==> config.mk <==
export PLATFORM = sky130hd
export DESIGN_NAME = mem_access
export DESIGN_NICKNAME = d
export VERILOG_FILES = /design/src/rtl/mem_access.sv
export SDC_FILE = /design/constraint.sdc
export NUM_CORES = 1
export LEC_CHECK = 0
export CAP_MARGIN = 20
export CORE_UTILIZATION = 46
export DETAILED_ROUTE_END_ITERATION = 10
export GPL_TIMING_DRIVEN = 0
export HOLD_SLACK_MARGIN = 0.06
export MAX_ROUTING_LAYER = met4
export PLACE_DENSITY = 0.86
export SYNTH_ARGS = -nofsm -noshare
export SYNTH_HDL_FRONTEND = slang
export SYNTH_SLANG_ARGS = --single-unit
==> constraint.sdc <==
create_clock -name i_clk -period 2.82 [get_ports i_clk]
set_input_delay 0.564 -clock i_clk [delete_from_list [all_inputs] [get_ports i_clk]]
set_output_delay 0.564 -clock i_clk [all_outputs]
set_load 0.01 [all_outputs]
==> src/rtl/mem_access.sv <==
// Memory stage: drives a req/ack data bus for byte/half/word loads and stores,
// stalls upstream while an access is outstanding, and reports misalignment/timeouts.
module mem_access #(
   parameter int unsigned TIMEOUT = 16
) (
   input  logic        i_clk,
   input  logic        i_rst,
   input  logic        i_valid,
   input  logic        i_memRead,
   input  logic        i_memWrite,
   input  logic [1:0]  i_size,
   input  logic        i_signed,
   input  logic [31:0] i_addr,
   input  logic [31:0] i_wdata,
   output logic        o_stall,
   output logic        o_done,
   output logic [31:0] o_rdata,
   output logic        o_addr_error,
   output logic        o_bus_error,
   output logic        o_dmem_req,
   output logic        o_dmem_we,
   output logic [31:0] o_dmem_addr,
   output logic [31:0] o_dmem_wdata,
   output logic [3:0]  o_dmem_be,
   input  logic        i_dmem_ack,
   input  logic [31:0] i_dmem_rdata
);

   typedef enum logic [1:0] {IDLE, BUSY, DONE} state_t;

   state_t      state_q, state_d;
   logic        req_q, req_d, we_q, we_d;
   logic [31:0] addr_q, addr_d, wdata_q, wdata_d, rdata_q, rdata_d;
   logic [3:0]  be_q, be_d;
   logic        addr_err_q, addr_err_d, bus_err_q, bus_err_d;
   logic [31:0] cnt_q, cnt_d;
   logic [1:0]  size_q, size_d, off_q, off_d;
   logic        signed_q, signed_d;

   logic        start, is_byte, is_half, misaligned;
   logic [3:0]  be_calc;
   logic [31:0] wdata_calc, load_fmt;
   logic [7:0]  lane_b;
   logic [15:0] lane_h;

   assign start      = i_valid & (i_memRead | i_memWrite);
   assign is_byte    = (i_size == 2'b00);
   assign is_half    = (i_size == 2'b01);
   assign misaligned = (is_half & i_addr[0]) | (!is_byte & !is_half & (i_addr[1:0] != 2'b00));

   // Big-endian lanes: offset 0 is bits 31:24.
   always_comb begin
      be_calc    = 4'b1111;
      wdata_calc = i_wdata;
      if (is_byte) begin
         be_calc    = 4'b1000 >> i_addr[1:0];
         wdata_calc = {4{i_wdata[7:0]}};
      end else if (is_half) begin
         be_calc    = i_addr[1] ? 4'b0011 : 4'b1100;
         wdata_calc = {2{i_wdata[15:0]}};
      end
   end

   always_comb begin
      case (off_q)
         2'd0:    lane_b = i_dmem_rdata[31:24];
         2'd1:    lane_b = i_dmem_rdata[23:16];
         2'd2:    lane_b = i_dmem_rdata[15:8];
         default: lane_b = i_dmem_rdata[7:0];
      endcase
      lane_h = off_q[1] ? i_dmem_rdata[15:0] : i_dmem_rdata[31:16];
      case (size_q)
         2'b00:   load_fmt = {{24{signed_q & lane_b[7]}}, lane_b};
         2'b01:   load_fmt = {{16{signed_q & lane_h[15]}}, lane_h};
         default: load_fmt = i_dmem_rdata;
      endcase
   end

   always_comb begin
      state_d    = state_q;
      req_d      = req_q;
      we_d       = we_q;
      addr_d     = addr_q;
      wdata_d    = wdata_q;
      be_d       = be_q;
      rdata_d    = rdata_q;
      addr_err_d = addr_err_q;
      bus_err_d  = bus_err_q;
      cnt_d      = cnt_q;
      size_d     = size_q;
      off_d      = off_q;
      signed_d   = signed_q;
      case (state_q)
         IDLE: begin
            if (start) begin
               if (misaligned) begin
                  addr_err_d = 1'b1;
                  state_d    = DONE;
               end else begin
                  req_d    = 1'b1;
                  we_d     = i_memWrite;
                  addr_d   = {i_addr[31:2], 2'b00};
                  wdata_d  = wdata_calc;
                  be_d     = be_calc;
                  size_d   = i_size;
                  off_d    = i_addr[1:0];
                  signed_d = i_signed;
                  cnt_d    = '0;
                  state_d  = BUSY;
               end
            end
         end
         BUSY: begin
            // An ack in the expiry cycle takes priority over the timeout.
            if (i_dmem_ack) begin
               req_d = 1'b0;
               if (!we_q) rdata_d = load_fmt;
               state_d = DONE;
            end else if ((TIMEOUT != 0) && (cnt_q == TIMEOUT - 1)) begin
               req_d     = 1'b0;
               bus_err_d = 1'b1;
               state_d   = DONE;
            end else begin
               cnt_d = cnt_q + 32'd1;
            end
         end
         DONE: begin
            addr_err_d = 1'b0;
            bus_err_d  = 1'b0;
            state_d    = IDLE;
         end
         default: state_d = IDLE;
      endcase
   end

   always_ff @(posedge i_clk) begin
      if (i_rst) begin
         state_q    <= IDLE;
         req_q      <= 1'b0;
         we_q       <= 1'b0;
         addr_q     <= '0;
         wdata_q    <= '0;
         be_q       <= '0;
         rdata_q    <= '0;
         addr_err_q <= 1'b0;
         bus_err_q  <= 1'b0;
         cnt_q      <= '0;
         size_q     <= '0;
         off_q      <= '0;
         signed_q   <= 1'b0;
      end else begin
         state_q    <= state_d;
         req_q      <= req_d;
         we_q       <= we_d;
         addr_q     <= addr_d;
         wdata_q    <= wdata_d;
         be_q       <= be_d;
         rdata_q    <= rdata_d;
         addr_err_q <= addr_err_d;
         bus_err_q  <= bus_err_d;
         cnt_q      <= cnt_d;
         size_q     <= size_d;
         off_q      <= off_d;
         signed_q   <= signed_d;
      end
   end

   assign o_stall      = ((state_q == IDLE) & start) | (state_q == BUSY);
   assign o_done       = (state_q == DONE);
   assign o_rdata      = rdata_q;
   assign o_addr_error = addr_err_q;
   assign o_bus_error  = bus_err_q;
   assign o_dmem_req   = req_q;
   assign o_dmem_we    = we_q;
   assign o_dmem_addr  = addr_q;
   assign o_dmem_wdata = wdata_q;
   assign o_dmem_be    = be_q;

endmodule

After elaboration in Yosys (flattened, before gate mapping)
Index checks and enable logic that the tools add are counted.

Bitwise logic cells: 12. $add $sub $neg: 1. Reduce and logical (&&, ||, !) cells: 17. Shift operators: 1. Equality and inequality tests: 14. Muxes and demuxes: 29.

Operators with widths (number): two-way mux 32 bit (6); case mux 32 bit (2 select lines) (2); adder 32 x 1 -> 32 bit (second input constant) (1); == test 32 x 4 -> 1 bit (second input constant) (1); case mux 8 bit (3 select lines) (1); two-way mux 16 bit (1); two-way mux 4 bit (3); != test 2 bit (second input constant) (6); AND reduction 3 bit (4); == test 2 x 1 -> 1 bit (second input constant) (4); zero test 2 bit (4); two-way mux 1 bit (8); two-way mux 2 bit (4); nonzero test 2 bit (4); bitwise AND 1 bit (7); case mux 1 bit (2 select lines) (3); AND reduction 5 bit (1); == test 2 bit (second input constant) (2); case mux 2 bit (2 select lines) (1); AND reduction 4 bit (1); right shift 4 x 2 -> 4 bit (first input constant) (1); != test 3 bit (second input constant) (1); OR 1 bit (3); zero test 1 bit (2); other kinds (2) (3).

Word-level logic and storage cells: 87. Bits of input ports: 105. Bits in registers: 141.

Logic depth before layout (Yosys ltp)
Word-level depth: 8. Gate-level depth with buffers: 10. Depth with buffers taken out: 7.

Worst setup path before layout
No wires, ideal clock.

Kind: input to register. From: input port i_addr[0]. To: register cnt_q[17]. Path buffers: 1. Cell stages on the path: 6. Arrival time: 2.039 ns. Path slack: 0.722 ns. Cell sequence: buf_6 -> a21oi_4 -> o2bb2ai_1 -> or4_4 -> or4_1 -> nand2_1.

Longest elaborated chain between the ends: 5. Elaborated cells between the ends (all ways): 6. Classes of those cells: eq/ne: 1; bitwise: 3; reduce/logical: 2.

RTL lines: start: declaration (RTL line 13) `input logic [31:0] i_addr,`; nonzero test 2 bit (RTL line 49) `assign misaligned = (is_half & i_addr[0]) | (!is_byte & !is_half & (i_addr[1:0] != 2'b00));`; bitwise AND 1 bit (RTL line 49); OR 1 bit (*) (RTL line 49); != test 2 bit (no line) (*); AND reduction 5 bit (no line) (*); end signal: assignment (RTL line 161) `cnt_q <= cnt_d;`; end: declaration (RTL line 36) `logic [31:0] cnt_q, cnt_d;`.

Mark *: on every way between the ends. The rest lies on a longest branch, timed or not. A chain may end at the register's enable or synchronous reset.

Final worst setup path
From: register state_q[0]. To: output port o_stall.

Longest elaborated chain between the ends: 3. Elaborated cells between the ends (all ways): 4. Classes of those cells: eq/ne: 1; bitwise: 2; reduce/logical: 1.

RTL lines: start: declaration (RTL line 31) `state_t state_q, state_d;`; start signal: assignment (RTL line 152) `state_q <= state_d;`; zero test 2 bit (RTL line 168) `assign o_stall = ((state_q == IDLE) & start) | (state_q == BUSY);`; bitwise AND 1 bit (RTL line 168); OR 1 bit (*) (RTL line 168); end: declaration (RTL line 15) `output logic o_stall,`.

Marked as above.

==> reports/metrics.cfg <==
[outcome]
status=finished clean

[cts]
cts_resized=3
cts_htree_levels=4
clkLatencyLatePin_ns=0.43
cts_setup_buffers=0
cts.sinks=141
hold_buffers=0
max-clock-path-buffers=2
cts_made_buffers=17
cts_tree=built
cts-root-buf=clkbuf_16
clk_pin_slew_ns=0.06

[setup_path]
cp-start-kind=flip-flop
rr_startpoint=state_q[0]
crit_family=buffers and inverters
cp_num_buf_inv=4
slowest_delay_ns=0.33
path_class=reg -> out
r2r_end=cnt_q[15]
crit_fanout=9
slowest_stage=or2_2
required_ns=2.26
r2r_cells=9
path_cells=inv_1, ha_1, buf_2, inv_1, or2_2, nand2_1, dlygate4sd2_1
cp.arrival_ns=2.01
crit_top_cell=inv_1
worstSetupEndpointType=output pin
ff2ff_setup_slack_ns=0.36
worstSetupStartpoint=state_q[0]

[hold_path]
hp-class=in -> reg
min_to=off_q[0]
worstHoldPathCells=3
min_from=i_addr[0]

[final_layout]
ff_latch_area_mm2=0.00282
fin_area_mm2=0.00929
drive_gt1_share_pct=5.53
diodes=0
fillers=1063
area_delta_synth_final_pct=44.7
multi_input_area_mm2=0.00332
instances_no_fill=1224
finalNetCount=1146

[yosys]
synth_edf_count=0
yosysWarnings=0
synth_common_cells=nand2_1 (180), dfxtp_1 (141), a21oi_1 (85)
synth_seq_cells=141
avgSynthCellArea_um2=7.93
syn_inst=810
synth_largest_area_cell=dfxtp_1
synth-main-ff-cell=dfxtp_1
synth_top_area_share_pct=44.0
synth_area_mm2=0.00642
netlist-cell-type-count=55
post-synth-top-count-cell=nand2_1
yosysSeqAreaShare_pct=44.0
netlist_top_cells_area=dfxtp_1 (44%), nand2_1 (11%), a21oi_1 (6.6%)
synthArstFlopShare_pct=0

[global_route]
use_met3_pct=8.56
antenna_found_initial=0
grt_pass1_wl_um=32800
use_met2_pct=47.5
use_met1_pct=36.2
grtUsageTotal_pct=30.2
grt_max_degree=17
grt-ovfl-total=0
gr-max-usage-layer=met2
grt_pass1_vias=6556

[power_and_ir_drop]
pwr-share-seq_pct=40.5
leakagePower_nw=3.18
p_per_area_mw_per_mm2=570
p_switching_mw=1.43
intPower_mw=3.86
swShare_pct=27.0
ir_drop_mv=0.506
p_total_mw=5.29
clkPwrFrac_pct=40.9
comb_power_share_pct=18.5

[routing]
wire_per_inst_um=17.2
detail-route-antenna-nets=0
totalWireLength_um=21000
drc=0
drtIter0Drc=702
vias_per_cell=5.69
dr_total_vias=6960
first_pass_iters=5

[sta]
period_needed_ns=2.57
fin_hold_ws_ns=0.435
relSlewSlack_pct=40.8
clock-skew-final_ns=0.00581
hold_viol=0
setup_viol=0
rsz0062_at_grt=no
layout_worst_path_cycle_share_pct=91.2
drv_slew=0
max_freq_mhz=389
worstMarginPinSlew_ns=0.881
setup_ws_ns=0.249

[place]
gp_congestion=0.911
portBuffers=207
place_ws_ns=-0.349
dp_hpwl_um=15300
post_dp_cell_area_mm2=0.00872
dpl.cell_count=1194

[die]
core_mm2=0.0134
io_pins=211
dieArea_mm2=0.0144
die_y_um=120
initial_core_util_pct=47.9
die_w_um=120
num_rows=42

[job]
maxCapViolations=0

## state kept, by name, summed over array words and instances (netlist names)
register / flops
o_rdata: 32
signed_q: 1
o_dmem_req: 1
off_q: 2
o_bus_error: 1
o_dmem_wdata: 32
cnt_q: 32
o_dmem_be: 4
size_q: 2
state_q: 2
o_dmem_addr: 30
o_addr_error: 1
o_dmem_we: 1
## worst reg2reg max path: cells and delay by family (launching register included)
family	cells	cell delay [ns]
buffers and inverters	4	1.01
adder cells (fa/ha/maj)	1	0.16
AO/OA/AOI/OAI	3	0.74
flip-flops	1	0.31
AND/OR/NAND/NOR	1	0.11
## cell families (layout without fill, tap and decap cells)
kind of cell             after synthesis  after routing  synth area share [%]
AND/OR/NAND/NOR                      346            346                  24.3
AO/OA/AOI/OAI                        216            216                  21.5
flip-flops                           141            141                  44.0
buffers and inverters                 69            306                  4.46
multiplexers                          20             20                  3.16
XOR/XNOR                              13             13                  1.77
adder cells (fa/ha/maj)                4              4                 0.780
other                                  1              2                0.0584
## metrics by stage
step,utilization (%),TNS (ns)
global route,69.3,0
global placement,65.0,-6.24
detailed placement,65.0,-7.16
finish,69.3,0
CTS,69.3,0
floorplan,-,0
## how the worst max path moves through the flow
stage                      endpoint  slack, ns  cells past startpoint
final                       o_stall       0.25                      7
after global routing        o_stall       0.16                      7
after CTS                 cnt_q[15]       0.07                      7
after detailed placement  cnt_q[16]      -0.35                      7
after global placement     cnt_q[6]      -0.30                      7
after floorplan           cnt_q[17]       0.72                      6
## cell type report
type                            count  area share (%)
Buffer                             58            2.67
Clock buffer                       20            4.81
Multi-Input combinational cell    601            35.8
Timing Repair Buffer              207            22.3
Inverter                           11           0.445
Sequential cell                   141            30.4
Clock inverter                     10            1.27
Tap cell                          176            2.37
## placed cells by master, fill, tap and decap left out, drive strengths merged, types with 5 or more instances in the layout
cell | synthesis | layout
nand2b | 9 | 9
nor3 | 8 | 8
mux2i | 18 | 18
a22o | 8 | 8
o22ai | 6 | 6
o31ai | 5 | 5
nor4 | 14 | 14
o211ai | 6 | 6
o21ai | 38 | 38
nor2 | 67 | 67
and4 | 5 | 5
a211oi | 33 | 33
inv | 11 | 12
buf | 14 | 14
or4 | 10 | 10
nand2 | 180 | 180
or3 | 10 | 10
dfxtp | 141 | 141
a311oi | 9 | 9
a22oi | 7 | 7
nand3 | 21 | 21
clkdlybuf4s50 | 0 | 206
a32oi | 6 | 6
a21oi | 86 | 86
nand4 | 10 | 10
clkbuf | 44 | 64
xnor2 | 10 | 10
## metal layers
metal  routed length (µm)  share of wire (%)
met3                 2020                9.6
met5                    0                  0
met1                 8520                 41
met2                 9800                 47
met4                  693                3.3
## power groups by stage
| stage | logic [mW] | clock network, mW | registers, mW |
|---|---|---|---|
| after floorplan | 0.428 | 0 | 2.22 |
| final | 0.980 | 2.17 | 2.14 |
| after global placement | 0.950 | 0 | 2.18 |
| after CTS | 0.968 | 2.17 | 2.14 |
| after global routing | 1.05 | 2.27 | 2.15 |
| after detailed placement | 0.962 | 0 | 2.19 |
Note: power is estimated with default switching activity, not from simulation.
